## config.mk

```make
export PLATFORM = sky130hd
export DESIGN_NAME = fifo_wr_arbiter
export DESIGN_NICKNAME = d
export VERILOG_FILES = /design/src/rtl/fifo_wr_arbiter.sv
export SDC_FILE = /design/constraint.sdc
export NUM_CORES = 1
export LEC_CHECK = 0
export CORE_MARGIN = 3
export CORE_UTILIZATION = 30
export DETAILED_ROUTE_END_ITERATION = 8
export REMOVE_ABC_BUFFERS = 1
export SLEW_MARGIN = 20
export SYNTH_ARGS = -nofsm -noshare
export SYNTH_HDL_FRONTEND = slang
export SYNTH_SLANG_ARGS = --single-unit
```

## constraint.sdc

```tcl
create_clock -name wr_clk -period 2.5 [get_ports wr_clk]
set_clock_uncertainty 0.05 [all_clocks]
set_input_delay 0.5 -clock wr_clk [delete_from_list [all_inputs] [get_ports wr_clk]]
set_output_delay 0.5 -clock wr_clk [all_outputs]
set_load 0.01 [all_outputs]
```

## src/rtl/fifo_wr_arbiter.sv

```systemverilog
// rtl/fifo_wr_arbiter.sv - round-robin burst arbiter sharing the FIFO write port
module fifo_wr_arbiter #(
    parameter int NUM_REQ   = 4,
    parameter int D_WIDTH   = 8,
    parameter int MAX_BURST = 4
) (
    input  logic                         wr_clk,
    input  logic                         reset,
    input  logic                         f_full,
    input  logic [NUM_REQ-1:0]           req,
    input  logic [NUM_REQ*D_WIDTH-1:0]   wr_data_in,
    output logic [NUM_REQ-1:0]           ack,
    output logic [NUM_REQ-1:0]           grant,
    output logic                         enable_wr,
    output logic [D_WIDTH-1:0]           wr_data,
    output logic                         busy
);

    localparam int PTR_W = $clog2(NUM_REQ);
    localparam int CNT_W = $clog2(MAX_BURST) + 1;
    localparam logic [PTR_W-1:0] LAST_IDX = PTR_W'(NUM_REQ - 1);
    localparam logic [CNT_W-1:0] LAST_CNT = CNT_W'(MAX_BURST - 1);
    localparam logic [PTR_W:0]   NREQ_EXT = (PTR_W + 1)'(NUM_REQ);

    typedef enum logic {IDLE, BURST} state_t;

    state_t             state, state_nxt;
    logic [NUM_REQ-1:0] grant_nxt;
    logic [PTR_W-1:0]   owner, owner_nxt;
    logic [PTR_W-1:0]   rr_ptr, rr_ptr_nxt;
    logic [CNT_W-1:0]   burst_cnt, burst_cnt_nxt;
    logic [PTR_W:0]     cand;
    logic [PTR_W-1:0]   sel;
    logic               found;

    always_ff @(posedge wr_clk) begin
        if (reset) begin
            state     <= IDLE;
            grant     <= '0;
            owner     <= '0;
            rr_ptr    <= '0;
            burst_cnt <= '0;
        end else begin
            state     <= state_nxt;
            grant     <= grant_nxt;
            owner     <= owner_nxt;
            rr_ptr    <= rr_ptr_nxt;
            burst_cnt <= burst_cnt_nxt;
        end
    end

    always_comb begin
        state_nxt     = state;
        grant_nxt     = grant;
        owner_nxt     = owner;
        rr_ptr_nxt    = rr_ptr;
        burst_cnt_nxt = burst_cnt;
        ack           = '0;
        enable_wr     = 1'b0;
        wr_data       = '0;
        busy          = 1'b0;
        cand          = '0;
        sel           = '0;
        found         = 1'b0;

        case (state)
            IDLE: begin
                // First requester at or after rr_ptr, wrapping modulo NUM_REQ
                for (int k = 0; k < NUM_REQ; k++) begin
                    cand = {1'b0, rr_ptr} + (PTR_W + 1)'(k);
                    if (cand >= NREQ_EXT) begin
                        cand = cand - NREQ_EXT;
                    end
                    sel = cand[PTR_W-1:0];
                    if (!found && req[sel]) begin
                        found     = 1'b1;
                        owner_nxt = sel;
                    end
                end
                if (found) begin
                    state_nxt            = BURST;
                    grant_nxt            = '0;
                    grant_nxt[owner_nxt] = 1'b1;
                    burst_cnt_nxt        = '0;
                end
            end
            BURST: begin
                busy       = 1'b1;
                wr_data    = wr_data_in[owner*D_WIDTH +: D_WIDTH];
                enable_wr  = req[owner] & ~f_full;
                ack[owner] = enable_wr;
                // A stalled last word (f_full high) neither counts nor exits
                if (!req[owner] || (enable_wr && burst_cnt == LAST_CNT)) begin
                    state_nxt  = IDLE;
                    grant_nxt  = '0;
                    rr_ptr_nxt = (owner == LAST_IDX) ? '0 : owner + 1'b1;
                end else if (enable_wr) begin
                    burst_cnt_nxt = burst_cnt + 1'b1;
                end
            end
            default: state_nxt = IDLE;
        endcase
    end

endmodule

```

==> results of run 1 <==
==> routing by layer <==
layer	GRT usage (%)	share of wire, %	vias up
li1	-	-	675
met1	20.5	44	642
met2	27.1	50	46
met3	3.31	5.0	4
met4	2.13	0.50	0
met5	0	0	-
==> sequential cells by signal, indices dropped and copies added, names as in the netlist <==
register and cells:
state 1, grant 4, rr_ptr 2, burst_cnt 3, owner 2
==> worst min path at each step <==
| stage | endpoint | slack [ns] | cells past startpoint |
|---|---|---|---|
| after global placement | grant[0] | 0.40 | 2 |
| after CTS | grant[0] | 0.41 | 2 |
| after global routing | grant[0] | 0.42 | 2 |
| after detailed placement | grant[0] | 0.40 | 2 |
| after floorplan | burst_cnt[1] | 0.40 | 2 |
| final | grant[0] | 0.41 | 2 |
==> worst reg2reg max path: cells and delay by family, from the launching register on <==
family,cells,cell delay (ns)
AND/OR/NAND/NOR,3,0.79
flip-flops,1,0.66
AO/OA/AOI/OAI,3,0.70
==> cell type report <==
type | count | area share [%]
multi-input cells | 115 | 47.3
well taps | 48 | 3.12
flip-flops and latches | 12 | 12.5
inverters | 7 | 1.37
repair buffers | 71 | 33.6
clock buffers | 3 | 2.15
==> stage by stage <==
step           total power, W  hold WS, ns  util (%)  worst slack [ns]  cell area (um^2)
2_1_floorplan        0.000412        0.395         -             0.152              1180
3_3_place_gp         0.000597        0.396      50.0            -0.375              1910
3_5_place_dp         0.000607        0.402      50.0            -0.424              1910
4_1_cts              0.000773        0.410      50.3             0.129              1920
5_1_grt              0.000819        0.416      50.3            0.0613              1920
6_report             0.000763        0.409      50.3             0.141              1920
==> cell usage after synthesis (4+ instances only) <==
cell / n / area share [%]
nor2_1: 15 / 4.5
and2_1: 13 / 6.5
dfxtp_1: 12 / 19
a21oi_1: 11 / 4.4
mux4_2: 8 / 14
inv_1: 7 / 2.1
ha_1: 6 / 6.0
nor2b_1: 6 / 3.0
buf_2: 5 / 2.0
nand2b_1: 5 / 2.5
a211oi_1: 4 / 2.4
clkbuf_1: 4 / 1.2
nand2_1: 4 / 1.2
==> power groups by stage <==
stage / Sequential [W] / Combinational, W / Clock (W)
finish: 0.000228 / 0.000364 / 0.000171
detailed placement: 0.000230 / 0.000377 / 0
CTS: 0.000227 / 0.000368 / 0.000178
global route: 0.000230 / 0.000403 / 0.000186
floorplan: 0.000248 / 0.000164 / 0
global placement: 0.000229 / 0.000368 / 0
==> logic make-up (layout without fill, tap and decap cells) <==
| kind of cell | Yosys count | after routing |
|---|---|---|
| compound gates | 36 | 36 |
| fa+ha+maj | 6 | 6 |
| buf+inv | 19 | 81 |
| flops | 12 | 12 |
| mux | 10 | 10 |
| simple gates | 63 | 63 |
==> impl_metrics.tcl, run 1 <==
set metrics [dict create \
    die_w_um 70.4 \
    viasPerCell 5.34 \
    worst-path-max-fanout 5 \
    setup_tns_ns 0 \
    placeableCoreArea_um2 3830 \
    critPathLaunchType "input pin" \
    setup_viol 0 \
    total_leakage_power_nw 0.776 \
    cp_num_buf_inv 2 \
    ant_nets 0 \
    grt_max_degree 19 \
    htreeDepth 1 \
    max-cap-violations 0 \
    synth_top_family_by_area "simple AND/OR/NAND/NOR gates" \
    antenna_found_initial 0 \
    multi_input_area_um2 910 \
    required_ns 1.95 \
    vdd_drop_max_mv 0.316 \
    powerDensity_nw_per_um2 397 \
    critical_path.cell_chain "dlygate4sd2_1, mux4_2, and3b_2, and2_1, buf_2" \
    slew_viol_final 0 \
    final_common_cell "clkdlybuf4s50_1" \
    crit_family "multiplexers" \
    dieHeight_um 70.4 \
    grt_pass1_vias 1376 \
    critical_path_arrival_ns 1.81 \
    cts-root-buf "clkbuf_8" \
    relSlewSlack_pct 63.7 \
    min_period_over_period_pct 94.3 \
    drt_pass1_iterations 4 \
    n_fill_cell 376 \
    cp.depth 5 \
    worstHoldStart "grant[0]" \
    hp-class "register to register" \
    place_inst 253 \
    drt-initial-drc-count 54 \
    ys_async_sr_fraction_pct 0 \
    drcViolationCount 0 \
    synthSimpleGateAreaFrac_pct 28.9 \
    ys_seq_area_share_pct 19.3 \
    r2r_setup_slack_ns 0.22 \
    yosys.cell_types.count 45 \
    cp_slowest_stage_delay_ns 0.51 \
    start_util_pct 32.5 \
    rsz0062_at_grt "false" \
    postCtsSetupRepairBufs 0 \
    grt_overflow 0 \
    finalCriticalPeriod_ns 2.36 \
    clock_latency_ns 0.24 \
    nets 255 \
    numCtsBuffers 3 \
    crit_end "ack[3]" \
    antenna_cells 0 \
    critical_path.startpoint "req[3]" \
    hold_violations 0 \
    r2r_cells 6 \
    fmax_mhz 424 \
    grt_usage_pct 15.7 \
    rows 22 \
    path_class "input pin to output pin" \
    avgSynthCellArea_um2 8.53 \
    synth_area_um2 1240 \
    wirelength_um 3770 \
    synth_compound_area_share_pct 20.9 \
    seqPwrFrac_pct 29.8 \
    dp_hpwl_um 2890 \
    cts_sinks 12 \
    rr_endpoint "grant[0]" \
    vias 1367 \
    drive_above_1_share_pct 17.3 \
    synth_ff_type "dfxtp_1" \
    synthMuxAreaShare_pct 17.4 \
    grt_first_pass_wirelength_um 6520 \
    path_clk_slew_ns 0.05 \
    switching_share_pct 31.5 \
    ctsHoldBuffers 0 \
    cts_resized 37 \
    area_growth_syn_to_layout_pct 54.5 \
    synthCells 146 \
    synth_edf_count 0 \
    clock_path_buffers 2 \
    boundaryPins 57 \
    status "completed" \
    power_switching_w 0.000241 \
    clkPwrFrac_pct 22.4 \
    synth-adder-area-share_pct 6.03 \
    post_drt_wl_per_cell_um 14.7 \
    synthXorXnorAreaFrac_pct 0 \
    dieArea_um2 4960 \
    tightest_slew_ns 0.544 \
    cpMaxStageDelayCell "mux4_2" \
    layout_common_cells "clkdlybuf4s50_1 (39), nor2_1 (15), buf_4 (14), and2_1 (13)" \
    worst_setup_path_end_kind "output pin" \
    synth_seq_cells 12 \
    comb_power_share_pct 47.7 \
    fin_cells 256 \
    register_area_um2 240 \
    r2r-start "rr_ptr[1]" \
    gp_congestion 0.792 \
    cell_internal_pwr_w 0.000523 \
    cts_tree "done" \
    synth_warnings 0 \
    port_buffers 56 \
]
Note: power is estimated with default switching activity, not from simulation.
==> run 2, diff against run 1 <==
--- a/config.mk
+++ b/config.mk
@@ -5,9 +5,11 @@
 export SDC_FILE = /design/constraint.sdc
 export NUM_CORES = 1
 export LEC_CHECK = 0
+export CAP_MARGIN = 5
 export CORE_MARGIN = 3
-export CORE_UTILIZATION = 30
+export CORE_UTILIZATION = 42
 export DETAILED_ROUTE_END_ITERATION = 8
+export PLACE_DENSITY = 0.81
 export REMOVE_ABC_BUFFERS = 1
 export SLEW_MARGIN = 20
 export SYNTH_ARGS = -nofsm -noshare
==> impl_metrics.tcl, run 2 (synthesis results as in run 1) <==
set metrics [dict create \
    cts-root-buf "clkbuf_4" \
    grt_pass1_vias 1325 \
    rows 19 \
    worst_setup_path_end_kind "output pin" \
    setup_viol 0 \
    fmax_mhz 422 \
    relSlewSlack_pct 64.9 \
    antenna_cells 0 \
    numCtsBuffers 3 \
    fin_area_um2 1900 \
    path_clk_slew_ns 0.07 \
    hold_violations 0 \
    clock_latency_ns 0.27 \
    port_buffers 56 \
    crit_family "buffers and inverters" \
    grt_overflow 0 \
    postCtsSetupRepairBufs 0 \
    drive_above_1_share_pct 18.2 \
    viasPerCell 5.81 \
    final_common_cell "clkdlybuf4s50_1" \
    drt_pass1_iterations 4 \
    antenna_found_initial 0 \
    critPathLaunchType "input pin" \
    vias 1395 \
    grt_max_degree 19 \
    cts_sinks 12 \
    powerDensity_nw_per_um2 391 \
    setup_ws_ns 0.130 \
    worst-path-max-fanout 1 \
    regMostFlops "grant" \
    grt_usage_pct 21.4 \
    tightest_slew_ns 0.526 \
    start_util_pct 44.8 \
    cp_slowest_stage_delay_ns 0.46 \
    hp-class "register to register" \
    largest_reg_flops 4 \
    dieHeight_um 60.4 \
    placed_area_um2 1890 \
    status "completed" \
    placeableCoreArea_um2 2780 \
    finalCriticalPeriod_ns 2.37 \
    ctsHoldBuffers 0 \
    holdWs_ns 0.406 \
    gp_congestion 0.814 \
    critical_path_arrival_ns 1.82 \
    cts_tree "done" \
    wirelength_um 3690 \
    drt-initial-drc-count 60 \
    dieArea_um2 3650 \
    vdd_drop_max_mv 0.504 \
    area_growth_syn_to_layout_pct 52.8 \
    post_drt_wl_per_cell_um 15.4 \
    ant_nets 0 \
    boundaryPins 57 \
    cp_num_buf_inv 2 \
    total_power_w 0.000744 \
    min_period_over_period_pct 94.8 \
    drcViolationCount 0 \
    nets 255 \
    htreeDepth 1 \
    fin_util_pct 68.4 \
    die_w_um 60.4 \
    rsz0062_at_grt "false" \
    top_regs "grant x4, burst_cnt x3" \
    clock_path_buffers 2 \
    dp_hpwl_um 2950 \
    slew_viol_final 0 \
    required_ns 1.95 \
    max-cap-violations 0 \
    path_class "input pin to output pin" \
    critical_path.cell_chain "clkdlybuf4s50_1, mux4_2, and2_1, dlygate4sd2_1" \
    cpMaxStageDelayCell "mux4_2" \
    total_leakage_power_nw 0.784 \
    layout_common_cells "clkdlybuf4s50_1 (39), nor2_1 (15), buf_4 (14), and2_1 (13)" \
    dp_worst_setup_slack_ns -0.384 \
    grt_first_pass_wirelength_um 6000 \
]
[run 2: path summary, 6_finish.rpt]
check           startpoint         end  slack (ns)  depth (start not counted)
min reg2reg       grant[0]    grant[0]        0.41                          2
max reg2reg      rr_ptr[1]    grant[0]        0.23                          6
max          wr_data_in[6]  wr_data[6]        0.13                          4
min               grant[0]    grant[0]        0.41                          2
[run 2: cell type report]
cell class	count	area (um^2)
multi-input combinational	115	910
fill	232	880
timing repair buffer	71	649
sequential	12	241
tap	31	38.8
clock buffer	4	36.3
inverter	7	26.3
[run 2: report_power, final]
part	leakage [nW]	internal (W)	total, W	switching [W]
logic	0.664	0.000208	0.000364	0.000156
clock network	0.0210	0.0000885	0.000153	0.0000642
registers	0.0985	0.000208	0.000227	0.0000193
total	0.784	0.000505	0.000744	0.000239
[run 2: per-stage QoR]
step / std cells / setup TNS (ns)
2_1_floorplan: 134 / 0
3_3_place_gp: 236 / -2.34
3_5_place_dp: 236 / -2.85
4_1_cts: 240 / 0
5_1_grt: 240 / 0
6_report: 240 / 0
[run 2: worst min-delay path, cell delays in order, from the launching register on]
cell     delay [ns]
dfxtp_1        0.31
nand2_1        0.05
a21oi_1        0.05
[run 2: layer usage]
| metal | track usage (%) | wire length (um) | share of wire, % |
|---|---|---|---|
| met2 | 40.7 | 2030 | 55 |
| met5 | 0 | 0 | 0 |
| met3 | 3.19 | 219 | 5.9 |
| met4 | 4.64 | 25 | 0.68 |
| met1 | 25.1 | 1420 | 38 |
[run 2: repair_timing]
action / in CTS / in global routing
pin swaps: 1 / 1
cloned: 0 / 0
setup endpoints to repair: 13 / 6
resized for setup: 37 / 1
==> run 3, diff against run 2 <==
--- a/config.mk
+++ b/config.mk
@@ -9,6 +9,7 @@
 export CORE_MARGIN = 3
 export CORE_UTILIZATION = 42
 export DETAILED_ROUTE_END_ITERATION = 8
+export MAX_ROUTING_LAYER = met4
 export PLACE_DENSITY = 0.81
 export REMOVE_ABC_BUFFERS = 1
 export SLEW_MARGIN = 20
==> impl_metrics.tcl, run 3 (synthesis results as in run 1) <==
set metrics [dict create \
    status "completed" \
    n_fill_cell 232 \
    max-cap-violations 0 \
    tightest_slew_ns 0.521 \
    largest_reg_flops 4 \
    boundaryPins 57 \
    vias 1392 \
    clock_path_buffers 2 \
    register_area_um2 241 \
    viasPerCell 5.80 \
    antenna_cells 0 \
    setup_ws_ns 0.130 \
    clkPwrFrac_pct 20.5 \
    die_w_um 60.4 \
    dieHeight_um 60.4 \
    grt_max_degree 19 \
    crit_end "wr_data[6]" \
    regMostFlops "grant" \
    dp_worst_setup_slack_ns -0.384 \
    r2r_setup_slack_ns 0.24 \
    clock_latency_ns 0.27 \
    cp_slowest_stage_delay_ns 0.46 \
    critical_path.startpoint "wr_data_in[6]" \
    dieArea_um2 3650 \
    r2r-start "rr_ptr[1]" \
    comb_power_share_pct 49.0 \
    fin_area_um2 1900 \
    post_drt_wl_per_cell_um 15.3 \
    finalCriticalPeriod_ns 2.37 \
    required_ns 1.95 \
    fmax_mhz 422 \
    cts-root-buf "clkbuf_4" \
    drt_pass1_iterations 4 \
    place_inst 236 \
    area_growth_syn_to_layout_pct 52.8 \
    cp_num_buf_inv 2 \
    cpMaxStageDelayCell "mux4_2" \
    grt_first_pass_wirelength_um 6030 \
    worstHoldStart "grant[0]" \
    critical_path_arrival_ns 1.82 \
    gp_congestion 0.826 \
    path_clk_slew_ns 0.07 \
    hold_violations 0 \
    critPathLaunchType "input pin" \
    port_buffers 56 \
    cts_sinks 12 \
    placed_area_um2 1890 \
    final_common_cell "clkdlybuf4s50_1" \
    power_switching_w 0.000238 \
    drive_above_1_share_pct 18.2 \
    grt_pass1_vias 1320 \
    wirelength_um 3680 \
    start_util_pct 44.8 \
    cts_tree "done" \
    min_period_over_period_pct 94.8 \
    dp_hpwl_um 2950 \
    cp.depth 4 \
    numCtsBuffers 3 \
    total_leakage_power_nw 0.784 \
    nets 255 \
    htreeDepth 1 \
    relSlewSlack_pct 65.2 \
    placeableCoreArea_um2 2780 \
    multi_input_area_um2 910 \
    vdd_drop_max_mv 0.504 \
    powerDensity_nw_per_um2 391 \
    crit_family "buffers and inverters" \
    cell_internal_pwr_w 0.000505 \
    setup_viol 0 \
    grt_overflow 0 \
    top_regs "grant x4, burst_cnt x3" \
    ant_nets 0 \
    holdWs_ns 0.406 \
    drt-initial-drc-count 68 \
    worst-path-max-fanout 1 \
    grt_usage_pct 22.2 \
    rsz0062_at_grt "false" \
    path_class "input pin to output pin" \
    drcViolationCount 0 \
    r2r_cells 6 \
    postCtsSetupRepairBufs 0 \
    critical_path.cell_chain "clkdlybuf4s50_1, mux4_2, and2_1, dlygate4sd2_1" \
    fin_cells 240 \
    seqPwrFrac_pct 30.6 \
    setup_tns_ns 0 \
    layout_common_cells "clkdlybuf4s50_1 (39), nor2_1 (15), buf_4 (14), and2_1 (13)" \
    slew_viol_final 0 \
    antenna_found_initial 0 \
    rows 19 \
    switching_share_pct 32.1 \
    hp-class "register to register" \
    rr_endpoint "grant[0]" \
    worst_setup_path_end_kind "output pin" \
]
-- run 3: cell counts in the layout (fill, tap and decap cells not counted) --
Identical to the previous run, type by type.
-- run 3: repair_timing --
action / 4_1_cts / 5_1_grt
pin swaps: 1 / 1
setup endpoints to repair: 13 / 6
gates resized for setup: 37 / 1
hold buffers: 0 / 0
-- run 3: power by group through the flow --
stage,registers (W),logic [W],clock network (W)
finish,0.000227,0.000364,0.000152
global route,0.000230,0.000397,0.000168
detailed placement,0.000229,0.000374,0
global placement,0.000228,0.000361,0
floorplan,0.000248,0.000164,0
CTS,0.000227,0.000366,0.000155
-- run 3: final cells by class --
type / instances / share of cell area [%]
Timing Repair Buffer: 71 / 34.1
Tap cell: 31 / 2.04
Multi-Input combinational cell: 115 / 47.8
Sequential cell: 12 / 12.7
Clock buffer: 4 / 1.91
Inverter: 7 / 1.38
-- run 3: per-stage QoR --
stage,utilization (%),power (W)
after floorplan,-,0.000412
after global placement,68.0,0.000589
after detailed placement,68.0,0.000603
after CTS,68.3,0.000748
after global routing,68.4,0.000795
final,68.4,0.000743
-- run 3: worst register-to-register path, delay by kind of cell, from the launching register on --
family | cells | cell delay (ns)
AO/OA/AOI/OAI | 4 | 0.83
AND/OR/NAND/NOR | 2 | 0.66
flip-flops | 1 | 0.65
-- run 3: how the worst min path moves through the flow --
stage,to,cells after the start
after floorplan,burst_cnt[1],2
after global placement,grant[0],2
after detailed placement,grant[0],2
after CTS,grant[0],2
after global routing,grant[0],2
final,grant[0],2
-- run 3: layer usage --
metal	GRT usage, %	wire, um
met1	25.6	1440
met2	40.7	2000
met3	3.19	219
met4	4.33	22
met5	-	0
